==> src/rtl/fetch_stage.sv <==
// ---------------------------------------------------------------------------
// fetch_stage
//   RV32I instruction fetch stage. It holds the PC and keeps at most one
//   request outstanding to instruction memory. The returned word is presented
//   downstream with a valid/stall handshake, and PC redirects from branch/jal/
//   jalr resolution are accepted in every state. A redirect that overtakes an
//   outstanding request marks that response as stale, so it is discarded.
//
//   Build option FETCH_MISALIGN_CHK_EN:
//     defined   - a redirect to a target that is not word aligned is not
//                 taken; instead fetch_misalign pulses for one cycle.
//     undefined - fetch_misalign is tied low, and the redirect target has its
//                 two low bits forced to zero.
// ---------------------------------------------------------------------------
module fetch_stage #(
    parameter int              XLEN     = 32,
    parameter logic [XLEN-1:0] RESET_PC = '0
) (
    input  logic            clk,
    input  logic            rst_n,
    output logic            imem_req,
    output logic [XLEN-1:0] imem_addr,
    input  logic            imem_valid,
    input  logic [31:0]     imem_rdata,
    input  logic            stall,
    input  logic            redirect_valid,
    input  logic [XLEN-1:0] redirect_pc,
    output logic            instr_valid,
    output logic [31:0]     instr,
    output logic [XLEN-1:0] instr_pc,
    output logic [6:0]      opcode,
    output logic [XLEN-1:0] pc_plus4,
    output logic            fetch_misalign
);

    localparam logic [31:0] NOP_INSTR = 32'h0000_0013;

    typedef enum logic [2:0] {
        S_IDLE,
        S_REQ,
        S_WAIT,
        S_VALID,
        S_DROP
    } state_e;

    state_e          state_q;
    logic [XLEN-1:0] pc_q;
    logic [31:0]     instr_q;
    logic [XLEN-1:0] instr_pc_q;
    logic            instr_valid_q;
    logic            misalign_q;

    logic            redirect_take_d;
    logic [XLEN-1:0] redirect_tgt_d;
    logic            misalign_d;

    // Decide whether this cycle's redirect is taken, and where it goes.
    always_comb begin
`ifdef FETCH_MISALIGN_CHK_EN
        misalign_d      = redirect_valid && (redirect_pc[1:0] != 2'b00);
        redirect_take_d = redirect_valid && !misalign_d;
        redirect_tgt_d  = redirect_pc;
`else
        misalign_d      = 1'b0;
        redirect_take_d = redirect_valid;
        redirect_tgt_d  = redirect_pc & ~{{(XLEN-2){1'b0}}, 2'b11};
`endif
    end

    // Fetch FSM together with its registered outputs. A redirect outranks
    // every other transition; a non-taken (misaligned) redirect falls through
    // to normal operation.
    always_ff @(posedge clk or negedge rst_n) begin
        // NOTE: every sequential assignment uses <= so that all registers
        // sample the pre-edge values and the order of statements in this
        // block does not matter.
        if (!rst_n) begin
            state_q       <= S_IDLE;
            pc_q          <= RESET_PC;
            instr_q       <= NOP_INSTR;
            instr_pc_q    <= RESET_PC;
            instr_valid_q <= 1'b0;
            misalign_q    <= 1'b0;
        end else begin
            misalign_q <= misalign_d;
            if (redirect_take_d) begin
                pc_q          <= redirect_tgt_d;
                instr_valid_q <= 1'b0;
                unique case (state_q)
                    S_IDLE, S_VALID: state_q <= S_REQ;
                    S_REQ:           state_q <= S_DROP;
                    S_WAIT, S_DROP:  state_q <= imem_valid ? S_REQ : S_DROP;
                    default:         state_q <= S_IDLE;
                endcase
            end else begin
                unique case (state_q)
                    S_IDLE: state_q <= S_REQ;
                    S_REQ:  state_q <= S_WAIT;
                    S_WAIT: begin
                        if (imem_valid) begin
                            instr_q       <= imem_rdata;
                            instr_pc_q    <= pc_q;
                            instr_valid_q <= 1'b1;
                            state_q       <= S_VALID;
                        end
                    end
                    S_VALID: begin
                        if (!stall) begin
                            pc_q          <= pc_q + XLEN'(4);
                            instr_valid_q <= 1'b0;
                            state_q       <= S_REQ;
                        end
                    end
                    S_DROP: begin
                        // The stale word is simply not captured.
                        if (imem_valid) begin
                            state_q <= S_REQ;
                        end
                    end
                    default: state_q <= S_IDLE;
                endcase
            end
        end
    end

    assign imem_req       = (state_q == S_REQ);
    assign imem_addr      = pc_q;
    assign instr_valid    = instr_valid_q;
    assign instr          = instr_q;
    assign instr_pc       = instr_pc_q;
    assign opcode         = instr_q[6:0];
    assign pc_plus4       = instr_pc_q + XLEN'(4);
    assign fetch_misalign = misalign_q;

endmodule

==> config.mk <==
export PLATFORM = sky130hd
export DESIGN_NAME = fetch_stage
export DESIGN_NICKNAME = d
export VERILOG_FILES = /design/src/rtl/fetch_stage.sv
export SDC_FILE = /design/constraint.sdc
export NUM_CORES = 1
export LEC_CHECK = 0
export ABC_CLOCK_PERIOD_IN_PS = 2200
export CAP_MARGIN = 0
export CORE_MARGIN = 3
export CORE_UTILIZATION = 39
export CTS_CLUSTER_DIAMETER = 80
export DETAILED_ROUTE_END_ITERATION = 12
export PLACE_DENSITY = 0.77
export SYNTH_ARGS = -nofsm -noshare
export SYNTH_HDL_FRONTEND = slang
export SYNTH_SLANG_ARGS = --single-unit
==> constraint.sdc <==
create_clock -name clk -period 2.2 [get_ports clk]
set_input_delay 0.33 -clock clk [delete_from_list [all_inputs] [get_ports clk]]
set_output_delay 0.33 -clock clk [all_outputs]
set_load 0.1 [all_outputs]
## Word-level counts from Yosys, hierarchy flattened

Cells that the tools add are included.

- Logic and storage cells: 39
- Output and inout bits: 138
- Register bits after elaboration: 100
- Input bits: 69

- Add/subtract/negate cells: 2
- Reductions and logical operators: 9
- Equal/unequal tests: 8
- Mux-type cells: 14
- Bitwise gates (word level): 1

Operators with widths:

| kind | number |
|---|---|
| $mux 32 | 3 |
| $add 32x3->32 const B | 2 |
| $mux 3 | 5 |
| $pmux 3 s5 | 1 |
| $ne 3x3->1 const B | 3 |
| $pmux 3 s3 | 1 |
| $reduce_and 3->1 | 3 |
| $eq 3x2->1 const B | 2 |
| $reduce_or 2->1 | 2 |
| $eq 3x1->1 const B | 1 |
| $eq 3x3->1 const B | 1 |
| $logic_not 3->1 | 1 |
| $mux 1 | 3 |
| $reduce_bool 3->1 | 1 |
| $ne 2x1->1 const B | 1 |
| $pmux 1 s2 | 1 |
| $reduce_and 2->1 | 1 |
| $reduce_bool 2->1 | 1 |
| $not 1->1 | 1 |

## Logic depth before layout (Yosys ltp)

- Depth in word-level cells: 4
- Gate-level depth with buffers: 7
- Mapped depth without buffers: 5

## Worst setup path before layout

No wires, ideal clock.

- Path type: reg2out
- From: register instr_pc_q[10], in the netlist instr_pc[10]
- To: output pc_plus4[18]
- Cell stages (with the launch flop): 6
- Required time: 1870 ps
- Setup slack: -1892 ps
- Buffers on the path: 1
- Data arrival time: 3762 ps
- Cell sequence: dfrtp_1 > nand3_1 > nor3_1 > clkbuf_1 > nand3_1 > xnor2_1

- Word-level cells in the longest chain between the ends: 1

RTL lines:

| element | line | source |
|---|---|---|
| start, declared | 49 | `logic [XLEN-1:0] instr_pc_q;` |
| start signal, assigned | 102 | `instr_pc_q <= pc_q;` |
| $add 32x3->32 | 132 | `assign pc_plus4 = instr_pc_q + XLEN'(4);` |
| end, declared | 32 | `output logic [XLEN-1:0] pc_plus4,` |

Every way passes these cells.

## Worst setup path after layout

- From: register instr_pc_q[2], in the netlist instr_pc[2]
- To: output pc_plus4[31]

Same word-level chain as after synthesis.

==> impl_metrics.yaml <==
critical_path:
  cp.required_ps: 1870
  critical_path_buf_inv_count: 1
  crit_path_end_kind: "output pin"
  critPathLaunchType: "flop"
  critical-path-top-delay-family: "simple AND/OR/NAND/NOR gates"
  critical_path_arrival_ps: 1970
  reg2reg_setup_slack_ps: 110
  crit_type: "reg -> out"
  cpMaxStageDelayCell: "dfrtp_4"
  worstReg2RegStart: "imem_addr[9]$_DFFE_PN0P_"
  worstReg2RegEnd: "imem_addr[20]$_DFFE_PN0P_"
  reg2reg_depth: 5
  path_cells: "nand4_1 -> nor2_4 -> nand4_1 -> xnor2_4 -> buf_12"
  crit_top_cell: "nand4_1"
  crit_fanout: 8
  critPathMaxStageDelay_ps: 450
finish:
  drive_gt1_frac: 0.5442
  fin_cells: 881
  diodes: 0
  final_area_mm2: 0.008716
  syn_to_final_growth_pct: 77.57
  fin_nets: 779
grt:
  grt_overflow: 0
  grt_start_max_net_pins: 55
  grt_use_met2: 0.3623
  antenna_found_initial: 0
  grt_pass1_wl_um: 24260
  busiest_layer: "met2"
  grt_use_met3: 0.03445
  grt_usage: 0.2109
  met1_usage: 0.2604
  grt_pass1_vias: 4695
hold_path:
  holdPathEnd: "instr[27]$_DFFE_PN0P_"
  hold_start: "instr[27]$_DFFE_PN0P_"
  hold_path.class: "reg -> reg"
  min_delay_path_depth: 1
clock_network:
  clk_pin_slew_ps: 60
  cts_tree: "done"
  cts_root_buf: "clkbuf_16"
  clock_sinks: 96
  cts_buffers: 9
  clk_latency_ps: 340
  h-tree-depth: 3
  clock_path_buffers: 2
yosys:
  yosysUniqueCellTypes: 42
  synth-async-reset-ratio: 1.000
  synthTopCellsByArea: "dfrtp_1, mux2_2, xnor2_1, nand4_1, nand2_1"
  syn_inst: 464
  yosys.cell_count.top_type: "dfrtp_1"
  avgSynthCellArea_um2: 10.58
  synth_warnings: 0
  synth-edff-count: 0
  synth_top_area_frac: 0.4741
  synth_top_area_cell: "dfrtp_1"
  mappedNetlistArea_mm2: 0.004908
  ys_seq_elements: 96
  synth_ff_type: "dfrtp_1"
  synth_commonest_cells: "dfrtp_1, mux2_2, nand2_1"
  synth-seq-area-share: 0.4902
die:
  initial_utilization: 0.4036
  die_area_mm2: 0.01397
  core_area_mm2: 0.01216
  die_height_um: 118.2
  fp.dieW_um: 118.2
  ioPinCount: 207
  rows: 40
sta:
  period_minus_slack_ps: 2302
  fin_ws_ps: -102.2
  hold_viol: 0
  post-route-period-util: 1.046
  fmax_ghz: 0.4344
  max_slew.worst_pin.slew_ps: 550.7
  slew_headroom: 0.6329
  setup_viol: 16
  rsz0062_at_grt: "yes"
  skew_ps: 7.799
  timing.final.max_slew_violations: 0
routing:
  via_per_inst: 5.241
  vias: 4617
  wl_per_cell_um: 16.96
  drt_iter0_drc: 251
  first_pass_iters: 7
  drt-total-wl_um: 14950
  drc: 0
  detail-route-antenna-nets: 0
placement:
  hpwl_um: 11010
  place_ws_ps: -317.5
  gp_congestion: 0.8434
  place_area_mm2: 0.007966
  numPortBuffers: 197
  placed_cells: 826
status:
  outcome: "complete, but fails checks"
  violations: "negative setup slack"
job:
  drv_cap: 0
cell type report:
class / count / area [µm²]
inverter: 10 / 37.54
tap: 168 / 210.2
clock buffer: 11 / 242.7
clock inverter: 5 / 80.08
multi-input combinational: 327 / 2988
fill: 835 / 3446
sequential: 96 / 2560
timing repair buffer: 264 / 2597
routing by layer:
metal | share of wire | vias to the layer above
li1 | - | 2153
met2 | 0.52 | 165
met5 | 0 | -
met4 | 0.031 | 0
met1 | 0.40 | 2268
met3 | 0.056 | 31
state kept, by name (all words and copies together), names as in the netlist:
signal / flops
instr_pc: 30
instr: 32
state_q: 3
imem_addr: 30
instr_valid: 1
per-stage QoR:
step                      hold WS [ps]  setup TNS [ps]  utilization
after floorplan                  34.41           -7058            -
after global placement           352.0           -3011       0.6550
after detailed placement         364.6           -4130       0.6550
after CTS                        510.2           -1215       0.7023
after global routing             526.7           -2154       0.7167
final                            509.4           -1027       0.7167
layout by cell type, fill, tap and decap left out, types with 3 or more instances in the layout:
cell             count
o21ai_0             20
conb_1               7
buf_12              33
dfstp_2              3
and3_1               7
nor4_1               5
xor2_4               6
xnor2_4             17
a31oi_1             15
o31ai_1             13
buf_4              155
dfrtp_4             33
clkbuf_16            9
dfrtp_2             24
nand2_1             33
nand4_1             23
dfrtp_1             36
xnor2_2              3
and4_1               4
buf_6               10
xnor2_1              8
or4_1               15
inv_1                9
nand3_1             11
mux2_2              58
clkdlybuf4s50_1     65
nand3_4              6
nor2_1              25
cell families (layout without fill, tap and decap cells):
family / count (synthesis) / after routing / share of synthesized area
adder cells (fa/ha/maj): 2 / 2 / 0.005097
multiplexers: 59 / 59 / 0.1351
flip-flops: 96 / 96 / 0.4902
XOR/XNOR: 38 / 38 / 0.06781
other: 1 / 7 / 0.0007640
AO/OA/AOI/OAI: 57 / 57 / 0.07290
AND/OR/NAND/NOR: 164 / 164 / 0.1792
buffers and inverters: 47 / 290 / 0.04894
what timing repair did:
action | CTS | global route
hold buffers | 1 | 0
endpoints found under the setup margin | 20 | 34
buffers inserted | 27 | 10
resized for setup | 6 | 22
endpoints found under the hold margin | 9 | 0
pin swaps | 23 | 28
gates cloned | 1 | 0
worst max path at each step:
stage / start / endpoint / cells past startpoint
after detailed placement: stall / imem_addr[25]$_DFFE_PN0P_ / 6
after floorplan: instr_pc[9]$_DFFE_PN0P_ / pc_plus4[30] / 4
after CTS: instr_pc[2]$_DFFE_PN0P_ / pc_plus4[29] / 5
final: instr_pc[2]$_DFFE_PN0P_ / pc_plus4[31] / 5
after global placement: stall / imem_addr[29]$_DFFE_PN0P_ / 6
after global routing: instr_pc[2]$_DFFE_PN0P_ / pc_plus4[26] / 7
Power is not shown: default switching activity piles up to over one toggle a cycle in this logic, so the estimate is an artifact.
